$ cat config.mk
export PLATFORM = sky130hd
export DESIGN_NAME = adc_lane_serializer_flat
export DESIGN_NICKNAME = d
export VERILOG_FILES = /design/src/rtl/adc_lane_serializer_if.sv /design/src/rtl/adc_lane_serializer.sv /design/src/flat_wrapper.sv
export SDC_FILE = /design/constraint.sdc
export NUM_CORES = 1
export LEC_CHECK = 0
export BUFFER_PORTS_ARGS = -buffer_cell sky130_fd_sc_hd__buf_2
export CAP_MARGIN = 20
export CORE_AREA = 2 2 131 159
export CTS_BUF_LIST = sky130_fd_sc_hd__clkbuf_2
export DETAILED_ROUTE_END_ITERATION = 7
export DIE_AREA = 0 0 133 161
export HOLD_SLACK_MARGIN = 0.05
export PLACE_DENSITY = 0.66
export SLEW_MARGIN = 30
export SYNTH_ARGS = -nofsm -noshare
export SYNTH_HDL_FRONTEND = slang
export SYNTH_SLANG_ARGS = --single-unit
$ cat constraint.sdc
create_clock -name CLK -period 3.25 [get_ports CLK]
set_clock_uncertainty 0.05 [all_clocks]
set_input_delay 0.65 -clock CLK [delete_from_list [all_inputs] [get_ports CLK]]
set_output_delay 0.65 -clock CLK [all_outputs]
set_load 0.005 [all_outputs]
$ cat src/rtl/adc_lane_serializer_if.sv
// Sample-input stream of adc_lane_serializer: parallel sample with valid/ready handshake.
interface adc_lane_serializer_if #(
  parameter int SAMPLE_W = 16
);
  logic [SAMPLE_W-1:0] s_data;
  logic                s_valid;
  logic                s_ready;

  modport master (output s_data, output s_valid, input s_ready);
  modport slave  (input s_data, input s_valid, output s_ready);
endinterface

$ cat src/rtl/adc_lane_serializer.sv
// Two-lane LVDS ADC transmit model: input FIFO, SYNC/RUN framing, frame slip, underflow count.
// Optional internal ramp source (pattern_sel input) is built when ADC_TX_RAMP_EN is defined.
module adc_lane_serializer #(
  parameter int         SAMPLE_W    = 16,
  parameter int         FIFO_DEPTH  = 8,
  parameter int         SYNC_FRAMES = 16,
  parameter logic [7:0] FCO_PATTERN = 8'hF0
) (
  input  logic                 CLK,
  input  logic                 cpu_resetn,
  input  logic                 tx_en,
  adc_lane_serializer_if.slave samples,
`ifdef ADC_TX_RAMP_EN
  input  logic                 pattern_sel,
`endif
  input  logic [2:0]           slip,
  output logic                 fco,
  output logic                 d0,
  output logic                 d1,
  output logic                 frame_start,
  output logic                 busy,
  output logic [15:0]          underflow_cnt
);
  localparam int AW  = $clog2(FIFO_DEPTH);
  localparam int PAD = 16 - SAMPLE_W;
  localparam int FW  = $clog2(SYNC_FRAMES + 1);

  typedef enum logic [1:0] {IDLE, SYNC, RUN} state_t;
  state_t state_reg, state_next;

  logic [SAMPLE_W-1:0] mem [FIFO_DEPTH];
  logic [AW-1:0]       wr_ptr_reg, rd_ptr_reg;
  logic [AW:0]         count_reg;
  logic [2:0]          bit_cnt_reg, pad_cnt_reg, slip_reg;
  logic [FW-1:0]       frame_cnt_reg;
  logic [15:0]         word_reg, underflow_reg;
  logic                fco_reg, d0_reg, d1_reg, frame_start_reg;

  logic        full, empty, push, pop, starve, boundary, padding, load, use_ramp;
  logic [15:0] fifo_word, word_src;
  logic [7:0]  odd_bits, even_bits;
  logic        fco_next, d0_next, d1_next, frame_start_next;

  assign full      = (count_reg == (AW+1)'(FIFO_DEPTH));
  assign empty     = (count_reg == '0);
  assign samples.s_ready = cpu_resetn && !full;
  assign push      = samples.s_valid && samples.s_ready;
  assign boundary  = (bit_cnt_reg == 3'd7);
  assign padding   = (pad_cnt_reg != 3'd0);
  assign fifo_word = 16'(mem[rd_ptr_reg]) << PAD;

`ifdef ADC_TX_RAMP_EN
  logic [SAMPLE_W-1:0] ramp_reg, ramp_val;
  // The ramp restarts from zero on the frame that enters RUN.
  assign ramp_val = (state_reg == SYNC) ? '0 : ramp_reg;
  assign use_ramp = pattern_sel;
  assign word_src = use_ramp ? (16'(ramp_val) << PAD) : fifo_word;
`else
  assign use_ramp = 1'b0;
  assign word_src = fifo_word;
`endif

  assign pop    = load && !use_ramp && !empty;
  assign starve = load && !use_ramp && empty;

  genvar gi;
  generate
    for (gi = 0; gi < 8; gi++) begin : g_lanes
      assign odd_bits[gi]  = word_reg[2*gi+1];
      assign even_bits[gi] = word_reg[2*gi];
    end
  endgenerate

  always_comb begin
    state_next       = state_reg;
    load             = 1'b0;
    fco_next         = 1'b0;
    d0_next          = 1'b0;
    d1_next          = 1'b0;
    frame_start_next = 1'b0;
    case (state_reg)
      IDLE: if (tx_en) state_next = SYNC;
      SYNC: if (boundary) begin
        if (!tx_en) begin
          state_next = IDLE;
        end else if (frame_cnt_reg == FW'(SYNC_FRAMES - 1)) begin
          state_next = RUN;
          load       = 1'b1;
        end
      end
      RUN: if (boundary) begin
        if (!tx_en) state_next = IDLE;
        else        load       = 1'b1;
      end
      default: state_next = IDLE;
    endcase
    // Bit k of the frame is selected by index 7-k, i.e. the inverted counter.
    if (state_reg != IDLE && !padding) begin
      fco_next         = FCO_PATTERN[~bit_cnt_reg];
      frame_start_next = (bit_cnt_reg == 3'd0);
      if (state_reg == RUN) begin
        d1_next = odd_bits[~bit_cnt_reg];
        d0_next = even_bits[~bit_cnt_reg];
      end
    end
  end

  always_ff @(posedge CLK) begin
    if (push) mem[wr_ptr_reg] <= samples.s_data;
  end

  always_ff @(posedge CLK) begin
    if (!cpu_resetn) begin
      state_reg       <= IDLE;
      wr_ptr_reg      <= '0;
      rd_ptr_reg      <= '0;
      count_reg       <= '0;
      bit_cnt_reg     <= '0;
      pad_cnt_reg     <= '0;
      slip_reg        <= '0;
      frame_cnt_reg   <= '0;
      word_reg        <= '0;
      underflow_reg   <= '0;
      fco_reg         <= 1'b0;
      d0_reg          <= 1'b0;
      d1_reg          <= 1'b0;
      frame_start_reg <= 1'b0;
`ifdef ADC_TX_RAMP_EN
      ramp_reg        <= '0;
`endif
    end else begin
      state_reg <= state_next;
      if (push) wr_ptr_reg <= wr_ptr_reg + 1'b1;
      if (pop)  rd_ptr_reg <= rd_ptr_reg + 1'b1;
      case ({push, pop})
        2'b10:   count_reg <= count_reg + 1'b1;
        2'b01:   count_reg <= count_reg - 1'b1;
        default: count_reg <= count_reg;
      endcase

      if (state_reg == IDLE || padding) bit_cnt_reg <= 3'd0;
      else                              bit_cnt_reg <= bit_cnt_reg + 1'b1;

      // A changed slip value inserts that many blank bit-times once, before the next frame.
      if (padding) begin
        pad_cnt_reg <= pad_cnt_reg - 1'b1;
      end else if (boundary) begin
        slip_reg <= slip;
        if (slip != slip_reg && state_next != IDLE) pad_cnt_reg <= slip;
      end

      if (state_reg == IDLE)                 frame_cnt_reg <= '0;
      else if (state_reg == SYNC && boundary) frame_cnt_reg <= frame_cnt_reg + 1'b1;

      if (load && (use_ramp || !empty)) word_reg <= word_src;
      if (starve && underflow_reg != 16'hFFFF) underflow_reg <= underflow_reg + 1'b1;
`ifdef ADC_TX_RAMP_EN
      if (load) ramp_reg <= use_ramp ? ramp_val + 1'b1 : ramp_val;
`endif

      fco_reg         <= fco_next;
      d0_reg          <= d0_next;
      d1_reg          <= d1_next;
      frame_start_reg <= frame_start_next;
    end
  end

  assign fco           = fco_reg;
  assign d0            = d0_reg;
  assign d1            = d1_reg;
  assign frame_start   = frame_start_reg;
  assign busy          = (state_reg != IDLE);
  assign underflow_cnt = underflow_reg;
endmodule
$ cat src/flat_wrapper.sv
// flat-port wrapper written by rule: the top's interface ports become plain ports
module adc_lane_serializer_flat 
#(
  parameter int         SAMPLE_W    = 16,
  parameter int         FIFO_DEPTH  = 8,
  parameter int         SYNC_FRAMES = 16,
  parameter logic [7:0] FCO_PATTERN = 8'hF0
)
  (CLK, cpu_resetn, tx_en, slip, fco, d0, d1, frame_start, busy, underflow_cnt, samples_s_data, samples_s_valid, samples_s_ready);
  adc_lane_serializer_if #(.SAMPLE_W(SAMPLE_W)) samples_i ();
  input  logic CLK;
  input  logic cpu_resetn;
  input  logic tx_en;
  input  logic [2:0] slip;
  output logic fco;
  output logic d0;
  output logic d1;
  output logic frame_start;
  output logic busy;
  output logic [15:0] underflow_cnt;
  input wire logic [$bits(samples_i.s_data)-1:0] samples_s_data;
  input wire logic [$bits(samples_i.s_valid)-1:0] samples_s_valid;
  output wire logic [$bits(samples_i.s_ready)-1:0] samples_s_ready;
  assign samples_i.s_data = samples_s_data;
  assign samples_i.s_valid = samples_s_valid;
  assign samples_s_ready = samples_i.s_ready;
  adc_lane_serializer #(.SAMPLE_W(SAMPLE_W), .FIFO_DEPTH(FIFO_DEPTH), .SYNC_FRAMES(SYNC_FRAMES), .FCO_PATTERN(FCO_PATTERN)) u_core (.CLK(CLK), .cpu_resetn(cpu_resetn), .tx_en(tx_en), .samples(samples_i), .slip(slip), .fco(fco), .d0(d0), .d1(d1), .frame_start(frame_start), .busy(busy), .underflow_cnt(underflow_cnt));
endmodule
==> flow_results.org, run 1 <==
** Timing
- The smallest clock period supported by the final layout is computed as 2.794 ns.
- For this run, the top clock speed supported by timing is 357.9 MHz.
- The number of hold violations in the final report came to 0.
- Setup slack closes at 0.4558 ns.
- Slew at the pin closest to its max-slew limit :: 0.6696 ns
- Setup violations remaining at the end of the flow were counted as 0.
- The final max-slew violation count came to 0.
- Adding up every negative setup slack in the final design gives 0 ns.
- Setup repair after global routing left no endpoint under its margin.
- Relative slew margins :: 55.27%
- Fraction of the cycle the final worst path needs :: 85.98%

** Finish
- Summing all flip-flop and latch instances after layout gives 5086 sq um.
- Post-route design area :: 8921 sq um
- The final layout contains 645 nets.
- The count of cells in the finished layout, fillers not included, comes to 884.
- Number of flip-flops in the largest register :: 128
- Synthesis-to-layout area growth :: 13.66%
- Cells with a size suffix above 1 make up 23.14% of the layout.
- # fillers :: 1762
- Area of the multi-input gates :: 2616 sq um

** Placed design
- Post-placement cell area :: 8434 sq um
- Worst setup slack before clock tree synthesis :: 0.4482 ns
- At the end of routability-driven placement, the weighted congestion stood at 0.7412.
- The wire-length estimate of the detail-placed layout is 9630 microns.
- In this run, placement finished with an instance count of 832.
- Port buffer count :: 44

** Critical path
- Critical Path Start :: u_core.frame_cnt_reg[0]
- The worst setup path is launched from a flop.
- The critical path contains buffers and inverters numbering 0 combined.
- On the critical path the largest part of the delay comes from adder cells.
- Highest fanout seen on the critical path :: 5
- The most numerous cell type found on the critical path is ha_1.
- At the worst endpoint, the required time is 3.92 ns.
- Slowest stage cell, crit path :: dfxtp_1
- CP arrival :: 3.46 ns
- STA classifies the critical path endpoint as a flop.
- Walking the worst path, the cells encountered are ha_1, and3_1, ha_1, o2111ai_1, nor2_2, ha_1, xor2_1, ha_1, a21oi_1, xor2_1, or3_1, a21oi_1.
- In this design, the stage delay of the slowest critical-path cell is 0.41 ns.
- Worst r2r src :: u_core.frame_cnt_reg[0]
- The critical path is of the reg -> reg type.

** Drt
- The routed layout has 4509 vias.
- For this run, design rule violations remaining after detail routing come to 0.
- The first routing iteration left 269 violations.
- Routed WL :: 14940 microns
- In the final routed layout, each cell accounts on average for 16.90 microns.
- Router iterations before antenna repair :: 4
- Average vias per placed instance :: 5.101
- In this run the remaining antenna-violating nets after routing total 0.

** Synth
- Counting every instance in the synthesized netlist gives 529.
- Cell taking the most area after synthesis :: edfxtp_1
- Yosys cell types :: 54
- Seq/Total Area, Yosys :: 64.79%
- Total of warnings raised by yosys :: 0
- Ys async rst share :: 0%
- Ys flop type :: edfxtp_1
- Number of register bits inferred by synthesis :: 190
- Post-synthesis instance area :: 7849 sq um
- Area share of the largest cell type after synthesis :: 48.97%
- The number of nets handed over by synthesis was 569.
- Synth area leaders :: edfxtp_1 (49%), dfxtp_1 (16%), mux4_2 (10%)
- A synthesized cell averages 14.84 sq um.
- Number of enable-type register cells in the synthesized netlist :: 128

** Clock network
- Clock tree sinks :: 190
- The clock tree synthesis step divided the H-tree into 4 levels.
- After clock tree synthesis, the repair step resized 0 gates.
- Hold-fix buffers at CTS :: 19
- Clock-pin slew was measured on the worst setup and hold paths at 0.34 ns.
- Buffers added to address setup during post-CTS repair amount to 0.
- Clock tree from TritonCTS :: yes
- Clock Tree Root :: clkbuf_2
- In this run the deepest clock path goes through 2 buffers.
- CTS Buf Count :: 17
- At the later pin of the worst-skew pair, clock insertion delay measures 0.75 ns.

** Die
- Die extent in x :: 133 microns
- Ports placed on the boundary :: 45
- Die outline area :: 21410 sq um
- The initial utilization of the core area, before any placement, comes to 39.45%.
- Placement Rows :: 57
- Measured along the y axis, the die boundary spans 161 microns.
- The floorplan step defined a core boundary enclosing 19900 sq um.

** Outcome
- The run finished with clean final reports.

** GRT
- Global routing consumed, over all layers together, 14.57% of the routing resources.
- Entering global routing, the biggest net connects 41 pins.
- The initial antenna violation count is 1.
- Via count of the first global-routing pass :: 4630
- The first global-routing pass estimated 23980 microns of wire.
- After global routing the overflow that remains totals 0.

** Worst hold path
- In this run the most critical hold path is launched from samples_s_valid.
- Tightest Hold Check Type :: in -> reg

** Power and ir drop
- IR analysis of the VDD net gives a maximum drop of 0.2447 mV.
- Reported leakage power :: 3.008 nW
- Power comes to 0.004220 W.
- Dividing total power by cell area gives a power density of 473.1 nW/um^2.

** Job
- Number of max-capacitance violations reported :: 0
[layout make-up]
cell class	count	share of cell area, %
clock inverters	15	2.342
multi-input cells	303	29.33
inverters	12	0.5049
diodes	1	0.02805
clock buffers	17	0.9537
well taps	265	3.717
flip-flops and latches	190	57.01
repair buffers	81	6.115
[power breakdown]
group | leakage (nW) | internal [W] | switching, W
Clock | 0.168 | 0.000311 | 0.000961
Sequential | 1.66 | 0.00263 | 0.0000246
Combinational | 1.18 | 0.000122 | 0.000175
Total | 3.01 | 0.00306 | 0.00116
[per-layer routing]
| layer | up-vias | routed length (microns) | global-route usage [%] |
|---|---|---|---|
| met4 | 0 | 140 | 4.399 |
| li1 | 2170 | - | - |
| met2 | 98 | 8062 | 26.59 |
| met3 | 9 | 537 | 3.202 |
| met1 | 2232 | 6203 | 17.12 |
| met5 | - | 0 | 0 |
[cells in the final DEF (no fill, tap or decap), types with 8 or more instances in the layout]
cell	count
buf_4	18
ha_1	17
nand2_1	28
nor2_1	51
mux2i_1	24
dlygate4sd3_1	19
dfxtp_1	61
xor2_1	11
nand3_1	14
xnor2_1	8
mux4_2	36
edfxtp_1	128
buf_2	44
a211oi_1	20
inv_1	12
clkbuf_2	17
a21oi_1	16
[path summary, 6_finish.rpt]
path / to / slack [ns] / depth (start not counted)
setup / recovery: u_core.count_reg[2] / 0.46 / 12
setup reg to reg: u_core.count_reg[2] / 0.46 / 12
hold reg to reg: u_core.slip_reg[2] / 0.45 / 2
hold / removal: u_core.wr_ptr_reg[0] / 0.26 / 4
[worst min-delay path: stages]
cell	delay, ns
buf_2	0.11
nand2_1	0.12
nand2_1	0.10
a21oi_1	0.06
[cell usage after synthesis, types with 3 or more instances]
master    number
o21ai_0        5
xnor2_1        8
o21a_1         4
and3_1         3
and2_1         6
buf_2          4
a211oi_1      20
a21oi_1       16
and4_1         4
nand3_1       14
nor2b_1        3
nor3_1         7
buf_4          3
mux2i_1       24
ha_1          17
buf_1          3
mux4_2        36
clkbuf_1      12
nand2b_1       7
nand4_1        6
inv_1         12
or3_1          4
dfxtp_1       62
xor2_1        11
nand2_1       28
nor2_1        52
edfxtp_1     128
[metrics by stage]
stage               utilization [%]  hold WS, ns
floorplan                         -       0.3981
global route                  44.83       0.1620
detailed placement            42.39       0.4239
global placement              42.39       0.4056
finish                        44.83       0.2550
CTS                           44.82       0.1561
[kinds of logic after synthesis]
kind of cell | count (synthesis) | share of synthesized area (%)
adder cells (fa/ha/maj) | 17 | 2.710
flip-flops | 190 | 64.79
AO/OA/AOI/OAI | 62 | 5.500
multiplexers | 60 | 13.39
XOR/XNOR | 19 | 2.120
buffers and inverters | 36 | 2.040
AND/OR/NAND/NOR | 145 | 9.453
Power figures use the tool's default switching activity.
==> run 2, diff against run 1 <==
--- a/config.mk
+++ b/config.mk
@@ -7,12 +7,12 @@
 export LEC_CHECK = 0
 export BUFFER_PORTS_ARGS = -buffer_cell sky130_fd_sc_hd__buf_2
 export CAP_MARGIN = 20
-export CORE_AREA = 2 2 131 159
+export CORE_AREA = 2 2 111 134
 export CTS_BUF_LIST = sky130_fd_sc_hd__clkbuf_2
 export DETAILED_ROUTE_END_ITERATION = 7
-export DIE_AREA = 0 0 133 161
+export DIE_AREA = 0 0 113 136
 export HOLD_SLACK_MARGIN = 0.05
-export PLACE_DENSITY = 0.66
+export PLACE_DENSITY = 0.85
 export SLEW_MARGIN = 30
 export SYNTH_ARGS = -nofsm -noshare
 export SYNTH_HDL_FRONTEND = slang
==> flow_results.org, run 2 (synthesis results as in run 1) <==
** Finish
- The fraction of final layout cells sized beyond drive strength 1 is 23.64% (+0.50 points).
- # fillers :: 1057 (-40%)
- Net count of the finished layout :: 632 (-2.0%)
- The number of inserted diodes is 0 (-1).
- The area of all placed cells without fillers is 8702 sq um (-2.5%).
- The storage element area is 5086 sq um (unchanged).
- In the layout the commonest cells are edfxtp_1 (128), dfxtp_1 (61), nor2_1 (51), buf_2 (44), mux4_2 (36).
- Synthesis-to-layout area growth :: 10.87%
- The multi-input logic area is 2616 sq um (unchanged).
- Number of flip-flops in the largest register :: 128 (unchanged)
- Leaving out fill and tap cells, the most frequent cell in the layout is edfxtp_1.

** Placed design
- The final weighted congestion in routability-driven placement is 0.7819 (+5.5%).
- The placed instance area is 8322 sq um (-1.3%).
- Port buffer count :: 44 (unchanged)
- The detailed placement HPWL came to 9575 microns (-0.57%).

** Die
- The floorplan die height was 136 microns (-16%).
- The standard cell core area came to 14170 sq um (-29%).
- The effective utilization at floorplan is 55.38% (+16 points).
- The number of rows in the core area is 48 (-16%).
- Die outline area :: 15370 sq um (-28%)
- Ports placed on the boundary :: 45 (unchanged)
- The x dimension of the die came to 113 microns (-15%).

** Clock network
- The root buffer cell chosen for the clock tree is clkbuf_2.
- Insertion delay of the later-clocked pin in the worst-skew pair :: 0.73 ns (-0.02 ns)
- The clock-pin slew reported for the worst setup and hold paths after clock tree synthesis was 0.26 ns (-0.08 ns).
- Clock tree from TritonCTS :: yes
- The maximum count of clock buffers along a single path is 2 (unchanged).
- The number of resized instances in the post-cts repair step came to 0 (unchanged).
- Setup fix buffers added after clock tree synthesis :: 0 (unchanged)
- The CTS buffer count came to 17 (unchanged).
- Hold-fix buffers at CTS :: 0 (-19)
- The CTS H-tree depth came to 4 (unchanged).
- Clock tree sinks :: 190 (unchanged)

** Drt
- The routed length per placed instance is 19.11 microns (+13%).
- The overall routed net length was 14910 microns (-0.25%).
- The iteration count of the initial detailed-routing pass was 7 (+3).
- The first-iteration detailed-routing DRC count is 283 (+5.2%).
- The post-route antenna net violation count is 0 (unchanged).
- The via count of the routed design was 4537 (+0.62%).
- The DRC violation count after routing was 9 (+9).
- Average vias per placed instance :: 5.817 (+14%)

** Outcome
- The checks that failed: DRC.
- The run finished, with violations left.

** Power and ir drop
- The internal power came to 0.003337 W (+9.1%).
- Switching part of the total power :: 22.96% (-4.5 points)
- The fraction of power consumed by the clock network came to 32.0% (+1.9 points).
- Sequential share of power :: 61.2% (-1.6 points)
- Power density normalized to cell area :: 497.8 nW/um^2 (+5.2%)
- Net switching power :: 0.0009945 W (-14%)
- Maximum resistive drop on vdd :: 0.3838 mV (+57%)
- The leakage dissipation is 2.961 nW (-1.6%).
- The combinational cell fraction of total power was 6.8% (-0.2 points).

** Critical path
- STA classifies the critical path endpoint as a flop.
- Startpoint class of the critical path :: flop
- Critical path data required time :: 3.89 ns (-0.03 ns)
- Setup Crit Path Kind :: reg -> reg
- Highest fanout seen on the critical path :: 5 (unchanged)
- CP arrival :: 3.48 ns (+0.02 ns)

** Worst hold path
- The min-delay analysis places its worst path in the category in -> reg.

** Timing
- The final max-slew violation count came to 0 (unchanged).
- Hold Violations, Final :: 0 (unchanged)
- Setup TNS after final layout :: 0 ns (unchanged)
- The post-layout minimum cycle time is 2.836 ns (+0.04194 ns).
- Slew at the pin closest to its max-slew limit :: 0.6593 ns (-0.01029 ns)
- The fmax was 352.6 MHz (-1.5%).
- Relative slew margins :: 55.95% (+0.69 points)
- Fraction of the cycle the final worst path needs :: 87.27% (+1.3 points)
- The total setup violations reported at the end of the flow is 0 (unchanged).
- Unrepaired setup endpoints after global routing :: no

** GRT
- Number of antenna violations at the first check in global routing :: 0 (-1)
- The overflow left after global routing is 0 (unchanged).
- The maximum number of pins on one net before global-route repair was 41 (unchanged).
- Via count of the first global-routing pass :: 4700 (+1.5%)
- The global-route total usage across every layer was 20.65% (+6.1 points).
- First-pass GRT wire length :: 23970 microns (about the same)

** Job
- The max-cap check violation count came to 0 (unchanged).
[run 2: cell count changes in the layout (fill, tap and decap cells not counted), sizes merged]
cell	delta
bufinv	+5
inv	-7
dlygate4sd3	-13
diode	-1
clkinv	-1
clkinvlp	+3
[run 2: area by class of cell]
cell class	instances	area share (%)
Clock inverter	15	2.703
Timing Repair Buffer	68	4.774
Multi-Input combinational cell	303	30.06
Tap cell	175	2.516
Clock buffer	17	0.9777
Inverter	12	0.5176
Sequential cell	190	58.45
[run 2: path summary, 6_finish.rpt]
kind,startpoint,end,slack (ns),depth (start not counted)
hold reg to reg,u_core.slip_reg[0],u_core.slip_reg[0],0.45,2
setup reg to reg,u_core.frame_cnt_reg[0],u_core.count_reg[2],0.41,12
setup / recovery,u_core.frame_cnt_reg[0],u_core.count_reg[2],0.41,12
hold / removal,samples_s_data[6],u_core.mem[0][6],0.11,1
[run 2: power by group through the flow]
stage,Combinational (W),Sequential (W),Clock (W)
5_1_grt,0.000335,0.00266,0.00151
3_5_place_dp,0.000288,0.00270,0
4_1_cts,0.000289,0.00265,0.00141
3_3_place_gp,0.000261,0.00270,0
6_report,0.000294,0.00265,0.00139
2_1_floorplan,0.000193,0.00269,0
[run 2: worst max-delay path, cell delays in order, from the launching register on]
cell       delay (ns)
dfxtp_1          0.40
ha_1             0.22
and3_1           0.18
ha_1             0.21
o2111ai_1        0.29
nor2_2           0.10
ha_1             0.29
xor2_1           0.17
ha_1             0.20
a21oi_1          0.14
xor2_1           0.10
or3_1            0.31
a21oi_1          0.14
[run 2: stage by stage]
step / power [W] / instances / hold slack, ns / utilization, % / setup slack (ns)
2_1_floorplan: 0.002888 / 529 / 0.3981 / - / 0.1376
3_3_place_gp: 0.002958 / 742 / 0.4050 / 58.71 / 0.5428
3_5_place_dp: 0.002988 / 742 / 0.4307 / 58.71 / 0.4391
4_1_cts: 0.004351 / 774 / 0.05955 / 60.97 / 0.4006
5_1_grt: 0.004503 / 780 / 0.05488 / 61.40 / 0.1348
6_report: 0.004332 / 780 / 0.1064 / 61.40 / 0.4138
[run 2: layer usage]
| layer | up-vias | GRT usage (%) | wire length [microns] |
|---|---|---|---|
| met5 | - | 0 | 0 |
| met4 | 0 | 7.588 | 278 |
| met3 | 21 | 4.235 | 625 |
| met2 | 121 | 37.86 | 8029 |
| met1 | 2253 | 23.89 | 5972 |
| li1 | 2142 | - | - |
